<file path="config.mk">
export PLATFORM = sky130hd
export DESIGN_NAME = power_seq_ctrl
export DESIGN_NICKNAME = d
export VERILOG_FILES = /design/src/rtl/power_seq_ctrl.sv
export SDC_FILE = /design/constraint.sdc
export NUM_CORES = 1
export LEC_CHECK = 0
export ABC_AREA = 1
export CORE_MARGIN = 1
export CORE_UTILIZATION = 40
export CTS_CLUSTER_DIAMETER = 100
export DETAILED_ROUTE_END_ITERATION = 6
export GPL_TIMING_DRIVEN = 0
export PLACE_DENSITY = 0.55
export SETUP_SLACK_MARGIN = 0.5
export SLEW_MARGIN = 10
export SYNTH_ARGS = -nofsm -noshare
export SYNTH_HDL_FRONTEND = slang
export SYNTH_SLANG_ARGS = --single-unit
</file>
<file path="constraint.sdc">
create_clock -name clk -period 3.3 [get_ports clk]
set_clock_uncertainty 0.05 [all_clocks]
set_input_delay 0.66 -clock clk [delete_from_list [all_inputs] [get_ports clk]]
set_output_delay 0.66 -clock clk [all_outputs]
set_load 0.03 [all_outputs]
</file>
<file path="src/rtl/power_seq_ctrl.sv">
// Power-stage sequencer: precharge -> main contactor -> run, with timed shutdown,
// filtered fault/stop inputs, latched fault code and fan run-on after power-down.
module power_seq_ctrl #(
  parameter int TW       = 28,
  parameter int T_PRE    = 25000000,
  parameter int T_SETTLE = 5000000,
  parameter int T_DISCH  = 5000000,
  parameter int T_FAN    = 250000000,
  parameter int ERR_FILT = 4
) (
  input  logic       clk,
  input  logic       rst,
  input  logic       start_req,
  input  logic       stop_req,
  input  logic       fault_clr,
  input  logic       stop_k,
  input  logic [5:0] err_in,
  output logic       charge_en,
  output logic       main_en,
  output logic       gate_en,
  output logic       fan_en,
  output logic       ready,
  output logic       fault,
  output logic [5:0] fault_code,
  output logic [2:0] state
);

  typedef enum logic [2:0] {
    S_IDLE      = 3'd0,
    S_PRECHARGE = 3'd1,
    S_MAIN_ON   = 3'd2,
    S_RUN       = 3'd3,
    S_SHUTDOWN  = 3'd4,
    S_FAULT     = 3'd5
  } state_t;

  localparam int NCH = 7;
  localparam int CW  = $clog2(ERR_FILT + 1);
  localparam logic [CW-1:0] FILT_C = CW'(ERR_FILT);
  localparam longint TMAX = longint'(1) << TW;

  localparam logic [TW-1:0] LD_PRE    = TW'(T_PRE - 1);
  localparam logic [TW-1:0] LD_SETTLE = TW'(T_SETTLE - 1);
  localparam logic [TW-1:0] LD_DISCH  = TW'(T_DISCH - 1);
  localparam logic [TW-1:0] LD_FAN    = (T_FAN == 0) ? '0 : TW'(T_FAN - 1);
  localparam logic          FAN_ON    = (T_FAN != 0);

  if (T_PRE < 1 || longint'(T_PRE) >= TMAX) begin : g_bad_pre
    $error("T_PRE must be in 1 .. 2**TW-1");
  end
  if (T_SETTLE < 1 || longint'(T_SETTLE) >= TMAX) begin : g_bad_settle
    $error("T_SETTLE must be in 1 .. 2**TW-1");
  end
  if (T_DISCH < 1 || longint'(T_DISCH) >= TMAX) begin : g_bad_disch
    $error("T_DISCH must be in 1 .. 2**TW-1");
  end
  if (T_FAN < 0 || longint'(T_FAN) >= TMAX) begin : g_bad_fan
    $error("T_FAN must be in 0 .. 2**TW-1");
  end
  if (ERR_FILT < 1) begin : g_bad_filt
    $error("ERR_FILT must be at least 1");
  end

  // Input conditioning: 2-FF synchroniser then saturating run-length counter
  logic [NCH-1:0] raw, sync_p0, sync_p1, filt;
  logic [CW-1:0]  cnt [NCH];

  assign raw = {stop_k, err_in};

  always_ff @(posedge clk or posedge rst) begin
    if (rst) begin
      sync_p0 <= '0;
      sync_p1 <= '0;
      for (int i = 0; i < NCH; i++) cnt[i] <= '0;
    end else begin
      sync_p0 <= raw;
      sync_p1 <= sync_p0;
      for (int i = 0; i < NCH; i++) begin
        if (!sync_p1[i])          cnt[i] <= '0;
        else if (cnt[i] != FILT_C) cnt[i] <= cnt[i] + CW'(1);
      end
    end
  end

  // Gating with the synchronised level drops the filtered bit as soon as the line clears
  always_comb begin
    filt = '0;
    for (int i = 0; i < NCH; i++) filt[i] = sync_p1[i] && (cnt[i] == FILT_C);
  end

  logic [5:0] err_bits;
  logic       err_f, stop_f, stop_any;

  assign err_bits = filt[5:0];
  assign err_f    = |err_bits;
  assign stop_f   = filt[6];
  assign stop_any = stop_req || stop_f;

  // Sequencer state, timers and registered outputs
  state_t        state_q, state_n;
  logic [TW-1:0] tmr_q, tmr_n, fan_tmr_q, fan_tmr_n;
  logic [5:0]    code_n;
  logic          fan_load;
  logic          charge_n, main_n, gate_n, fan_n, ready_n, fault_n;

  always_ff @(posedge clk or posedge rst) begin
    if (rst) begin
      state_q    <= S_IDLE;
      tmr_q      <= '0;
      fan_tmr_q  <= '0;
      fault_code <= '0;
      charge_en  <= 1'b0;
      main_en    <= 1'b0;
      gate_en    <= 1'b0;
      fan_en     <= 1'b0;
      ready      <= 1'b0;
      fault      <= 1'b0;
    end else begin
      state_q    <= state_n;
      tmr_q      <= tmr_n;
      fan_tmr_q  <= fan_tmr_n;
      fault_code <= code_n;
      charge_en  <= charge_n;
      main_en    <= main_n;
      gate_en    <= gate_n;
      fan_en     <= fan_n;
      ready      <= ready_n;
      fault      <= fault_n;
    end
  end

  always_comb begin
    state_n  = state_q;
    tmr_n    = (tmr_q != '0) ? tmr_q - 1'b1 : '0;
    code_n   = fault_code;
    fan_load = 1'b0;

    unique case (state_q)
      S_IDLE: begin
        if (err_f) begin
          state_n = S_FAULT;
          code_n  = err_bits;
        end else if (start_req && !stop_f) begin
          state_n = S_PRECHARGE;
          tmr_n   = LD_PRE;
        end
      end
      S_PRECHARGE: begin
        if (err_f) begin
          state_n = S_FAULT;
          code_n  = err_bits;
        end else if (stop_any) begin
          state_n = S_SHUTDOWN;
          tmr_n   = LD_DISCH;
        end else if (tmr_q == '0) begin
          state_n = S_MAIN_ON;
          tmr_n   = LD_SETTLE;
        end
      end
      S_MAIN_ON: begin
        if (err_f) begin
          state_n = S_FAULT;
          code_n  = err_bits;
        end else if (stop_any) begin
          state_n = S_SHUTDOWN;
          tmr_n   = LD_DISCH;
        end else if (tmr_q == '0) begin
          state_n = S_RUN;
        end
      end
      S_RUN: begin
        if (err_f) begin
          state_n = S_FAULT;
          code_n  = err_bits;
        end else if (stop_any) begin
          state_n = S_SHUTDOWN;
          tmr_n   = LD_DISCH;
        end
      end
      S_SHUTDOWN: begin
        if (err_f) begin
          state_n = S_FAULT;
          code_n  = err_bits;
        end else if (tmr_q == '0) begin
          state_n  = S_IDLE;
          fan_load = 1'b1;
        end
      end
      S_FAULT: begin
        code_n = fault_code | err_bits;
        if (fault_clr && !err_f) begin
          state_n  = S_IDLE;
          code_n   = '0;
          fan_load = 1'b1;
        end
      end
      default: state_n = S_IDLE;
    endcase

    // Run-on only counts while resting in IDLE; any other state abandons it
    if (fan_load)                                   fan_tmr_n = LD_FAN;
    else if (state_n == S_IDLE && fan_tmr_q != '0)  fan_tmr_n = fan_tmr_q - 1'b1;
    else                                            fan_tmr_n = '0;

    charge_n = 1'b0;
    main_n   = 1'b0;
    gate_n   = 1'b0;
    fan_n    = 1'b0;
    ready_n  = 1'b0;
    fault_n  = 1'b0;
    unique case (state_n)
      S_IDLE:      fan_n = fan_load ? FAN_ON : (fan_tmr_q != '0);
      S_PRECHARGE: begin charge_n = 1'b1; fan_n = 1'b1; end
      S_MAIN_ON:   begin charge_n = 1'b1; main_n = 1'b1; fan_n = 1'b1; end
      S_RUN:       begin main_n = 1'b1; gate_n = 1'b1; fan_n = 1'b1; ready_n = 1'b1; end
      S_SHUTDOWN:  fan_n = 1'b1;
      S_FAULT:     begin fan_n = 1'b1; fault_n = 1'b1; end
      default:     fan_n = 1'b0;
    endcase
  end

  assign state = state_q;

endmodule

</file>
Word-level counts from Yosys, hierarchy flattened
Index checks and enable logic that the tools add are counted.
{"block": "classes", "add_sub_neg": 9, "n_eq_ne": 32, "mux": 52, "bitwise": 1, "reduce_logical": 26}
{"operator": "28-bit two-way mux", "n": 10}
{"operator": "28-bit case mux with 3 select lines", "n": 1}
{"operator": "3-bit two-way mux", "n": 27}
{"operator": "28-bit nonzero test", "n": 2}
{"operator": "28-bit by 1-bit subtractor with 28-bit output (second input constant)", "n": 2}
{"operator": "3-bit equality test (second input constant)", "n": 11}
{"operator": "28-bit zero test", "n": 1}
{"operator": "3-bit by 1-bit adder with 3-bit output (second input constant)", "n": 7}
{"operator": "3-bit != test (second input constant)", "n": 7}
{"operator": "3-bit case mux with 6 select lines", "n": 1}
{"operator": "2-bit by 1-bit != test with 1-bit output (second input constant)", "n": 8}
{"operator": "3-bit by 2-bit equality test with 1-bit output (second input constant)", "n": 4}
{"operator": "6-bit two-way mux", "n": 2}
{"operator": "6-bit case mux with 2 select lines", "n": 1}
{"operator": "1-bit logical AND", "n": 10}
{"operator": "5-bit OR reduction", "n": 2}
{"operator": "1-bit two-way mux", "n": 8}
{"operator": "3-bit by 1-bit equality test with 1-bit output (second input constant)", "n": 2}
{"operator": "3-bit zero test", "n": 2}
{"operator": "6-bit bitwise OR", "n": 1}
{"operator": "2-bit OR reduction", "n": 3}
{"operator": "6-bit OR reduction", "n": 1}
{"operator": "1-bit case mux with 2 select lines", "n": 2}
{"operator": "1-bit zero test", "n": 2}
{"operator": "other kinds (3)", "n": 3}
{"block": "totals", "regBits": 105, "input_bits": 12, "output_inout_bits": 15, "word_cells": 138}

Longest topological paths before layout
Gate-level depths: netlist of run 1.
{"block": "depth", "word_depth": 11, "mapped_depth": 15, "ltp_nobuf": 15}

Least setup slack after synthesis of run 1
No wires, ideal clock.
{"block": "synth_timing", "path_type": "register to register", "start": "register state_q[2] (netlist: state[2])", "end": "register fan_en", "setup_time_ps": 119, "t_arrival_ps": 1895, "t_required_ps": 3131, "setup_slack_ps": 1236, "stages_incl_launch_ff": 11, "path_buffers": 0, "synth_period_minus_slack_ps": 2064, "path_cell_list": "dfrtp_1 -> inv_1 -> nor2_1 -> nand2_2 -> a21boi_2 -> nand2_2 -> inv_1 -> ha_1 -> inv_1 -> nor2_1 -> nand2_1"}
{"block": "synth_via", "elab_chain_len": 7, "word_cells_on_any_way": 30, "classes_between": "10 x eq/ne; 17 x mux; 3 x reduce/logical"}
{"element": "start: declaration", "line": "100", "text": "state_t state_q, state_n;"}
{"element": "start signal: assignment", "line": "119", "text": "state_q <= state_n;"}
{"element": "3-bit two-way mux (on tied branches)", "line": "167, 155"}
{"element": "3-bit two-way mux (on tied branches)", "line": "164, 152"}
{"element": "3-bit two-way mux (on tied branches)", "line": "161, 149"}
{"element": "3-bit case mux with 6 select lines (*)", "line": "138", "text": "unique case (state_q)"}
{"element": "named net state_n[2]", "line": "100"}
{"element": "3-bit equality test (tied with other cells)", "line": "211", "text": "unique case (state_n)"}
{"element": "5-bit OR reduction (no source line)"}
{"element": "1-bit case mux with 2 select lines (*)", "line": "211"}
{"element": "named net fan_n", "line": "104", "text": "logic charge_n, main_n, gate_n, fan_n, ready_n, fault_n;"}
{"element": "end signal: assignment", "line": "126", "text": "fan_en <= fan_n;"}
{"element": "end: declaration", "line": "21", "text": "output logic fan_en,"}
The timed path passes the listed nets; every way through them passes the cells marked *.
A chain may end at the register's enable or synchronous reset.

Worst setup path after layout of run 1
{"block": "layout_timing", "start": "register cnt[15] (netlist bit)", "end": "register tmr_q[0]"}
{"block": "layout_via", "elab_chain_len": 5, "word_cells_on_any_way": 7, "classes_between": "1 x eq/ne; 4 x mux; 2 x reduce/logical"}
{"element": "start: declaration", "line": "66", "text": "logic [CW-1:0] cnt [NCH];"}
{"element": "start signal: indexed assignment", "line": "79", "text": "if (!sync_p1[i]) cnt[i] <= '0;"}
{"element": "3-bit equality test (*)", "line": "88", "text": "for (int i = 0; i < NCH; i++) filt[i] = sync_p1[i] && (cnt[i] == FILT_C);"}
{"element": "1-bit logical AND (*)", "line": "88"}
{"element": "6-bit OR reduction (*)", "line": "95", "text": "assign err_f = |err_bits;"}
{"element": "28-bit two-way mux (on tied branches)", "line": "161, 140, 149"}
{"element": "28-bit case mux with 3 select lines (*)", "line": "138"}
{"element": "named net tmr_n[0]", "line": "101", "text": "logic [TW-1:0] tmr_q, tmr_n, fan_tmr_q, fan_tmr_n;"}
{"element": "end signal: assignment", "line": "120", "text": "tmr_q <= tmr_n;"}
{"element": "end: declaration", "line": "101"}
Marks and branches as above.

==> results of run 1 <==
-- stage by stage --
| step | total power [W] | utilization | cell area (um^2) | hold slack [ps] | setup slack, ps |
|---|---|---|---|---|---|
| after floorplan | 0.00346 | - | 5630 | 281 | 1240 |
| final | 0.00503 | 0.478 | 6450 | 303 | 890 |
| after global placement | 0.00394 | 0.452 | 6110 | 281 | 235 |
| after detailed placement | 0.00397 | 0.455 | 6150 | 285 | 693 |
| after CTS | 0.00509 | 0.478 | 6450 | 304 | 833 |
| after global routing | 0.00546 | 0.478 | 6450 | 311 | 549 |
-- worst max-delay path, delay by kind of cell (launching register included) --
kind	cells	cell delay, ps
buffers and inverters	3	430
flip-flops	1	350
adder cells (fa/ha/maj)	1	220
AO/OA/AOI/OAI	1	150
AND/OR/NAND/NOR	7	1130
-- cell families after synthesis --
logic type,Yosys count,share of synthesized area
AO/OA/AOI/OAI,81,0.0761
adder cells (fa/ha/maj),18,0.0400
XOR/XNOR,37,0.0576
flip-flops,105,0.467
buffers and inverters,101,0.0723
AND/OR/NAND/NOR,322,0.287
-- sequential cells by signal (all words and copies together) (netlist names) --
| signal | count |
|---|---|
| charge_en | 1 |
| cnt | 21 |
| fan_en | 1 |
| fan_tmr_q | 28 |
| fault | 1 |
| fault_code | 6 |
| main_en | 1 |
| ready | 1 |
| state | 3 |
| sync_p0 | 7 |
| sync_p1 | 7 |
| tmr_q | 28 |
-- worst max-delay path by stage --
stage	from	to	slack, ps
2_1_floorplan	state[2]$_DFF_PP0_	fan_en$_DFF_PP0_	1240
3_3_place_gp	rst	tmr_q[5]$_DFF_PP0_	230
3_5_place_dp	stop_req	tmr_q[0]$_DFF_PP0_	690
4_1_cts	cnt[15]$_DFFE_PP0N_	tmr_q[0]$_DFF_PP0_	830
5_1_grt	cnt[15]$_DFFE_PP0N_	tmr_q[0]$_DFF_PP0_	550
6_report	cnt[15]$_DFFE_PP0N_	tmr_q[0]$_DFF_PP0_	890
-- routing by layer --
metal	vias up	wire length [um]
met5	-	0
met4	0	125
met3	7	325
met2	42	5230
met1	2018	5610
li1	2214	-
-- power by group through the flow --
stage | clock network [W] | logic (W) | registers (W)
2_1_floorplan | 0 | 0.00164 | 0.00182
3_3_place_gp | 0 | 0.00214 | 0.00180
3_5_place_dp | 0 | 0.00216 | 0.00180
4_1_cts | 0.00113 | 0.00218 | 0.00178
5_1_grt | 0.00118 | 0.00245 | 0.00183
6_report | 0.00109 | 0.00216 | 0.00179
-- synthesized netlist by cell type --
cell	number
xor2_1	34
nor4_1	4
a31oi_1	7
or2_2	2
nand3_1	50
nor2_2	17
o21ai_1	9
o31ai_1	1
xnor2_1	3
nand2_1	105
nand3_4	1
nor3_2	1
buf_2	4
dfrtp_1	105
or4_1	1
buf_1	1
nor2_4	4
o22ai_1	1
nor2_8	2
buf_6	1
nand2_4	2
o21ai_2	1
nor2_1	80
o21ai_0	36
a21boi_2	1
buf_4	1
a21oi_1	25
buf_8	1
clkbuf_1	1
nand4_1	8
and2_1	1
inv_2	5
nand3_2	15
nand3b_1	5
nor4b_1	1
nor3_1	14
inv_1	87
nand2_2	5
ha_1	18
nor3b_1	4
-- final cells by class --
type / instances / area, um^2
buffer: 9 / 61.3
clock buffer: 9 / 225
clock inverter: 7 / 76.3
fill: 1312 / 7050
inverter: 92 / 349
multi-input combinational: 458 / 2590
sequential: 105 / 2630
tap: 176 / 220
timing repair buffer: 28 / 300
==> run summary, run 1 <==
WL per Instance -> 12.8 um
Hpwl dp -> 8.35 mm
Met1 Resource Use GR -> 0.233
First-pass GRT wire length -> 20.2 mm
Worst R2R End -> tmr_q[0]$_DFF_PP0_
Rel. slew slack -> 0.473
# IOs -> 27
Fin crit period -> 2410 ps
Die span in x -> 121 um
Sequential area share after synthesis -> 0.467
DR pass1 iterations -> 5
Cells along the critical path -> inv_1, ha_1, nand3_1, nand2_1, nor2_4, nand3_1, nor3_2, inv_1, nand2_1, nor2_1, clkbuf_1, o21ai_1
Power share of the clock group -> 0.216
Root buffer cell -> clkbuf_16
Req. time, crit path -> 3520 ps
Non-Filler Instances -> 884
Syn avg cell area -> 8.47 um^2
Maximum capacitance violations -> 0
Top cell type's share of synthesized area -> 0.467
Vias in the first global route -> 4273
Final hold violation count -> 0
Hold path start -> sync_p0[3]$_DFF_PP0_
Sw Ratio -> 0.426
P_sw -> 0.00214 W
Initial Util -> 0.417
WS Path Type -> register to register
Nets@finish -> 733
Worst path slowest cell -> dfrtp_1
Tightest Pin Transition -> 789 ps
Worst r2r path cells -> 12
Area grow syn2layout -> 14.7%
Hold endpoint -> sync_p1[3]$_DFF_PP0_
Hold depth -> 0
Max VDD drop -> 384 uV
Final TNS setup -> 0 ps
Via count of the routed design -> 4281
HP Class -> register to register
Worst Path Max Fanout -> 10
M3 GR Usage -> 0.0439
Clock tree from TritonCTS -> yes
Cts hold-fix bufs -> 0
Combinational power share -> 0.429
Post-CTS setup buffers -> 0
Largest net degree at the start of global routing -> 37
Leakage power total -> 3.26 nW
Top Usage Layer GRT -> met2
Fraction of layout cells with a size suffix above 1 -> 0.116
DRT iter0 DRCs -> 239
Final setup vio count -> 0
Rows -> 42
Num CTS Buffers -> 9
Clk sink count -> 105
Inst Count DP -> 868
Yosys top cell by area -> dfrtp_1
Synthesis Warnings -> 0
Seq cells post-synth -> 105
P_int -> 0.00289 W
Arrival time at the worst endpoint -> 2630 ps
Worst setup SP type -> register
Gr usage total -> 0.175
Clk buf depth -> 2
Slew Limit Fails -> 0
# diodes -> 0
Synth Instances -> 664
GRT Residual Overflow -> 0
Pwr dens -> 779 mW/mm^2
Crit share post-route -> 0.730
Top cells by area, synth -> dfrtp_1, nand2_1, inv_1, nor2_1, xor2_1
Syn Nets -> 694
Drt via density -> 4.84
Crit end category -> register
RD Place Congestion -> 0.843
Largest stage delay on the critical path -> 350 ps
R2r startpoint -> cnt[15]$_DFFE_PP0N_
Synth unique cells -> 40
Outcome -> completed
CORE AREA -> 0.0135 mm^2
RSZ-0062 raised after global routing -> false
Met2 Usage GRT -> 0.282
Clock Pin Slew Worst Setup and Hold Paths -> 80 ps
Clock Latency Late Sink -> 360 ps
Die footprint -> 0.0145 mm^2
Die H -> 121 um
WL final -> 11.3 mm
CTS resizes -> 0
Flop2flop setup slack -> 890 ps
Sequential power share -> 0.355
Antenna violations before repair -> 0
PortBufs -> 26
Antenna Nets Post-Route -> 0
Synth Cell Area -> 0.00563 mm^2
FMAX -> 415 MHz
DRC -> 0
H-tree depth -> 3
Most frequent cells in the layout -> nand2_1, dfrtp_1, inv_1
(Power assumes the default switching activity.)
==> inputs of run 2 (changes only) <==
==> constraint.sdc (replaced) <==
create_clock -name clk -period 2.05 [get_ports clk]
set_clock_uncertainty 0.05 [all_clocks]
set_input_delay 0.41 -clock clk [delete_from_list [all_inputs] [get_ports clk]]
set_output_delay 0.41 -clock clk [all_outputs]
set_load 0.03 [all_outputs]
==> run 2 against run 1 <==
- the flow now finishes with violations (setup timing)
- core utilization rose by 10 points
- clock power rose by 63%
- setup slack got worse by 970 ps
- power rose by 93%
- first-iteration DRC count fell by 12%
- global-route usage rose by 2.7 points
- final cell count rose by 8.4%
- flip-flop and latch count did not move
- largest cell class is now multi-input gates
- critical path depth rose by 3
- largest power group unchanged
- count of clock-buffer cells in the layout did not move
- cell area rose by 21%
==> run summary, run 2 (synthesis gave the netlist of run 1 again) <==
Rel. slew slack -> 0.480
Drt via density -> 5.00
Area grow syn2layout -> 38.9%
Fin crit period -> 2130 ps
Worst setup path start -> cnt[16]$_DFFE_PP0N_
Inst Count DP -> 869
Crit share post-route -> 1.04
Met1 Resource Use GR -> 0.263
Max VDD drop -> 725 uV
# diodes -> 0
Cells along the critical path -> inv_2, ha_4, nand3_4, nand2_4, nor2_4, nand3_2, nand2_2, nand2_4, nand3_4, nand3_4, nor2_8, buf_4, buf_12, nand3_2, nand2_1
Design Area, Final -> 0.00782 mm^2
Critical Path End -> fan_tmr_q[6]$_DFF_PP0_
Failing checks -> setup timing
Via count of the routed design -> 4792
Initial Util -> 0.417
Worst Path Max Fanout -> 5
WS Path Type -> register to register
WL final -> 13.6 mm
WL per Instance -> 14.2 um
Rows -> 42
Final setup vio count -> 26
P_int -> 0.00555 W
Placed cell area -> 0.00641 mm^2
Commonest non-fill, non-tap cell in the layout -> dfrtp_1
PortBufs -> 26
Clock Pin Slew Worst Setup and Hold Paths -> 80 ps
Final hold violation count -> 0
P_sw -> 0.00416 W
Die span in x -> 121 um
First-pass GRT wire length -> 23.0 mm
Most frequent CP cell -> nand3_4
Hold path start -> sync_p0[3]$_DFF_PP0_
Maximum capacitance violations -> 0
FMAX -> 469 MHz
Die H -> 121 um
Die footprint -> 0.0145 mm^2
Tightest Pin Transition -> 772 ps
DRC -> 0
Req. time, crit path -> 2300 ps
# IOs -> 27
Crit end category -> register
Slew Limit Fails -> 0
Leakage power total -> 3.77 nW
Family with the most delay on the worst path -> simple AND/OR/NAND/NOR gates
GRT Residual Overflow -> 0
Worst setup SP type -> register
Met2 Usage GRT -> 0.339
H-tree depth -> 3
Worst R2R End -> fan_tmr_q[6]$_DFF_PP0_
Top Usage Layer GRT -> met2
WP depth -> 15
R2r startpoint -> cnt[16]$_DFFE_PP0N_
Fraction of layout cells with a size suffix above 1 -> 0.379
Outcome -> finished, violations left
Vias in the first global route -> 4704
Combinational power share -> 0.516
Biggest regs -> fan_tmr_q: 28 flops, tmr_q: 28 flops, cnt: 21 flops
Final WS setup -> -81.6 ps
Clock Latency Late Sink -> 360 ps
Most frequent cells in the layout -> dfrtp_1, nand2_1, inv_1
Clk buf depth -> 2
Antenna Nets Post-Route -> 0
Worst path slowest cell -> dfrtp_1
Pwr dens -> 1240 mW/mm^2
WP buf/inv -> 3
Num CTS Buffers -> 9
Clk sink count -> 105
Gr usage total -> 0.203
Root buffer cell -> clkbuf_16
RSZ-0062 raised after global routing -> true
Antenna violations before repair -> 0
Largest net degree at the start of global routing -> 36
Nets@finish -> 807
Sw Ratio -> 0.429
CORE AREA -> 0.0135 mm^2
Power share of the clock group -> 0.183
Non-Filler Instances -> 958
Min Hold Slack -> 300 ps
Arrival time at the worst endpoint -> 2380 ps
M3 GR Usage -> 0.0458
Clock tree from TritonCTS -> yes
Sequential power share -> 0.300
HP Class -> register to register
Worst r2r path cells -> 15
RD Place Congestion -> 0.805
DRT iter0 DRCs -> 211
DR pass1 iterations -> 4
Largest stage delay on the critical path -> 370 ps
Hpwl dp -> 8.75 mm
Flop2flop setup slack -> -80 ps
run 2: cell count changes in the layout (fill, tap and decap cells not counted), moves of 12 or more:
cell | before | now
nand3_4 | 1 | 13
buf_6 | 1 | 13
nand3_1 | 50 | 31
nand2_2 | 5 | 20
inv_2 | 5 | 24
clkdlybuf4s50_1 | 26 | 11
nor2_1 | 80 | 61
nor2_4 | 4 | 18
buf_4 | 1 | 59
inv_1 | 86 | 64
nand2_1 | 105 | 80
run 2: metrics by stage:
stage	setup TNS (ps)	power [W]	worst slack, ps	utilization
2_1_floorplan	0	0.00572	167	-
3_3_place_gp	-91710	0.00650	-981	0.470
3_5_place_dp	-7260	0.00657	-373	0.474
4_1_cts	-862	0.00946	-56.5	0.556
5_1_grt	-5580	0.0104	-206	0.579
6_report	-1450	0.00971	-81.6	0.579
run 2: layout make-up:
cell class | count | area, um^2
plain buffers | 9 | 101
clock buffers | 9 | 225
clock inverters | 7 | 78.8
fillers | 1197 | 5690
inverters | 92 | 359
multi-input cells | 459 | 3260
flip-flops and latches | 105 | 2630
well taps | 176 | 220
repair buffers | 101 | 933
run 2: power groups by stage:
stage / Clock [W] / Sequential (W) / Combinational, W
finish: 0.00178 / 0.00292 / 0.00501
global route: 0.00191 / 0.00298 / 0.00555
CTS: 0.00184 / 0.00290 / 0.00472
detailed placement: 0 / 0.00293 / 0.00364
global placement: 0 / 0.00292 / 0.00357
floorplan: 0 / 0.00296 / 0.00277
run 2: how the worst min path moves through the flow:
stage                      endpoint  slack [ps]  cells after the start
2_1_floorplan  sync_p1[0]$_DFF_PP0_         280                      0
3_3_place_gp   sync_p1[4]$_DFF_PP0_         280                      0
3_5_place_dp   sync_p1[1]$_DFF_PP0_         280                      0
4_1_cts        sync_p1[1]$_DFF_PP0_         300                      0
5_1_grt        sync_p1[2]$_DFF_PP0_         310                      0
6_report       sync_p1[3]$_DFF_PP0_         300                      0
run 2: layer usage:
| metal | vias to the layer above | share of wire |
|---|---|---|
| met5 | - | 0 |
| met4 | 0 | 0.010 |
| met3 | 10 | 0.032 |
| met2 | 52 | 0.51 |
| met1 | 2347 | 0.45 |
| li1 | 2383 | - |
run 2: what timing repair did:
item / in CTS / in global routing
hold endpoints to repair: 0 / 0
gates resized for setup: 158 / 42
hold buffers: 0 / 0
pin swaps: 45 / 18
buffers inserted: 50 / 19
gates cloned: 4 / 0
endpoints found under the setup margin: 85 / 72
run 2: worst register-to-register path, delay by kind of cell (launching register included):
family,cells,cell delay [ps]
DFF,1,370
buffers and inverters,3,320
and+or+nand+nor,11,1160
adders and majority gates,1,170
==> inputs of run 3 (changes only) <==
--- a/config.mk
+++ b/config.mk
@@ -6,12 +6,14 @@
 export NUM_CORES = 1
 export LEC_CHECK = 0
 export ABC_AREA = 1
+export ABC_CLOCK_PERIOD_IN_PS = 2050
 export CORE_MARGIN = 1
 export CORE_UTILIZATION = 40
 export CTS_CLUSTER_DIAMETER = 100
 export DETAILED_ROUTE_END_ITERATION = 6
 export GPL_TIMING_DRIVEN = 0
 export PLACE_DENSITY = 0.55
+export RECOVER_POWER = 100
 export SETUP_SLACK_MARGIN = 0.5
 export SLEW_MARGIN = 10
 export SYNTH_ARGS = -nofsm -noshare
==> run 3 against run 2 <==
- the flow still finishes with violations (setup timing)
- critical path depth unchanged
- combinational power down 2%
- count of clock-buffer cells in the layout unchanged
- fmax down 0.14%
- first-iteration DRC count is 1.9% higher
- non-clock buffer count did not move
- global-route usage did not move
- final cell count stayed put
- critical endpoint unchanged
==> run summary, run 3 (synthesis gave the netlist of run 1 again) <==
Largest net degree at the start of global routing -> 36
Num CTS Buffers -> 9
Biggest regs -> fan_tmr_q: 28 flops, tmr_q: 28 flops, cnt: 21 flops
CORE AREA -> 0.0135 mm^2
Hpwl dp -> 8.75 mm
# IOs -> 27
Vias in the first global route -> 4704
Final hold violation count -> 0
Hold path start -> sync_p0[2]$_DFF_PP0_
R2r startpoint -> cnt[16]$_DFFE_PP0N_
FILL cells -> 1220
RSZ-0062 raised after global routing -> true
Failing checks -> setup timing
Cells along the critical path -> inv_2, ha_4, nand3_4, nand2_4, nor2_4, nand3_2, nand2_2, nand2_4, nand3_4, nand3_4, nor2_8, buf_4, buf_12, nand3_2, nand2_1
Antenna violations before repair -> 0
Rel. slew slack -> 0.449
Rows -> 42
Most frequent cells in the layout -> dfrtp_1, nand2_1, inv_1
Most frequent CP cell -> nand3_4
RD Place Congestion -> 0.805
Die footprint -> 0.0145 mm^2
Initial Util -> 0.417
Worst R2R End -> fan_tmr_q[6]$_DFF_PP0_
First-pass GRT wire length -> 23.0 mm
Worst Path Max Fanout -> 5
Req. time, crit path -> 2300 ps
Crit share post-route -> 1.04
Clk buf depth -> 2
Clock Pin Slew Worst Setup and Hold Paths -> 80 ps
WS Path Type -> register to register
Worst setup SP type -> register
Flop2flop setup slack -> -80 ps
PortBufs -> 26
Drt via density -> 5.01
Worst path slowest cell -> dfrtp_1
H-tree depth -> 3
Via count of the routed design -> 4800
Final setup vio count -> 27
Sw Ratio -> 0.430
DRT iter0 DRCs -> 215
Arrival time at the worst endpoint -> 2380 ps
WL per Instance -> 14.1 um
Combinational power share -> 0.513
Clk sink count -> 105
Outcome -> finished, violations left
Final TNS setup -> -1440 ps
Antenna Nets Post-Route -> 0
Slew Limit Fails -> 0
Die span in x -> 121 um
Clock Latency Late Sink -> 360 ps
Pwr dens -> 1260 mW/mm^2
P_sw -> 0.00414 W
Tightest Pin Transition -> 826 ps
Maximum capacitance violations -> 0
Die H -> 121 um
P_int -> 0.00549 W
# diodes -> 0
Clock tree from TritonCTS -> yes
Worst slack, placed -> -373 ps
Gr usage total -> 0.203
Worst r2r path cells -> 15
FMAX -> 468 MHz
HP Class -> register to register
Crit end category -> register
Fin crit period -> 2130 ps
WL final -> 13.5 mm
GRT Residual Overflow -> 0
Largest stage delay on the critical path -> 370 ps
Commonest non-fill, non-tap cell in the layout -> dfrtp_1
Fraction of layout cells with a size suffix above 1 -> 0.352
Final WS setup -> -84.6 ps
Power share of the clock group -> 0.184
DR pass1 iterations -> 5
Max VDD drop -> 725 uV
Sequential power share -> 0.303
DRC -> 0
Hold endpoint -> sync_p1[2]$_DFF_PP0_
Area grow syn2layout -> 36.1%
Root buffer cell -> clkbuf_16
Hold depth -> 0
Leakage power total -> 3.71 nW
Worst setup path start -> cnt[16]$_DFFE_PP0N_
Nets@finish -> 807
[run 3: cell types whose count changed in the layout (fill, tap and decap cells not counted), moves of 3 or more]
cell,previous run,this run
clkdlybuf4s15_2,10,0
clkdlybuf4s50_1,11,3
inv_2,24,21
buf_12,5,2
inv_1,64,67
clkbuf_1,0,16
buf_2,6,3
dlygate4sd3_1,0,8
clkbuf_4,0,3
buf_4,59,55
[run 3: layout make-up]
| cell class | instances | area [um^2] | area share |
|---|---|---|---|
| multi-input combinational | 459 | 3240 | 0.423 |
| buffer | 9 | 101 | 0.0132 |
| inverter | 92 | 357 | 0.0466 |
| sequential | 105 | 2630 | 0.344 |
| tap | 176 | 220 | 0.0288 |
| clock buffer | 9 | 225 | 0.0294 |
| clock inverter | 7 | 78.8 | 0.0103 |
| timing repair buffer | 101 | 803 | 0.105 |
[run 3: timing repair]
action                     in CTS  in global routing
gates cloned                    4                  0
setup buffers                  50                 19
pin swaps                      45                 18
gates resized for setup       158                 42
setup endpoints to repair      85                 72
hold buffers                    0                  0
[run 3: worst max path at each step]
| stage | endpoint | cells after the start |
|---|---|---|
| after detailed placement | tmr_q[3]$_DFF_PP0_ | 10 |
| final | fan_tmr_q[6]$_DFF_PP0_ | 15 |
| after global placement | state[0]$_DFF_PP0_ | 2 |
| after global routing | fan_tmr_q[18]$_DFF_PP0_ | 15 |
| after floorplan | fan_en$_DFF_PP0_ | 14 |
| after CTS | fan_tmr_q[11]$_DFF_PP0_ | 14 |
[run 3: power by group through the flow]
stage          sequential (W)  clock [W]  combinational, W
2_1_floorplan         0.00296          0           0.00277
3_3_place_gp          0.00292          0           0.00357
3_5_place_dp          0.00293          0           0.00364
4_1_cts               0.00290    0.00184           0.00472
5_1_grt               0.00298    0.00191           0.00548
6_report              0.00291    0.00177           0.00493
[run 3: through the flow]
| stage | utilization | total power (W) | instance area, um^2 | instances | hold WS (ps) |
|---|---|---|---|---|---|
| detailed placement | 0.474 | 0.00657 | 6410 | 869 | 285 |
| floorplan | - | 0.00572 | 5870 | 664 | 281 |
| global placement | 0.470 | 0.00650 | 6350 | 866 | 283 |
| finish | 0.567 | 0.00962 | 7660 | 958 | 302 |
| CTS | 0.556 | 0.00946 | 7510 | 939 | 304 |
| global route | 0.567 | 0.0104 | 7660 | 958 | 308 |
[run 3: per-layer routing]
layer | GRT usage | vias up | part of all wire
met3 | 0.0458 | 12 | 0.028
li1 | - | 2383 | -
met2 | 0.339 | 49 | 0.51
met5 | 0 | - | 0
met4 | 0.0556 | 0 | 0.011
met1 | 0.263 | 2356 | 0.45
[run 3: worst max-delay path: cells and delay by family, from the launching register on]
kind | cells | cell delay (ps)
fa+ha+maj | 1 | 170
buf+inv | 3 | 310
flops | 1 | 370
simple gates | 11 | 1160
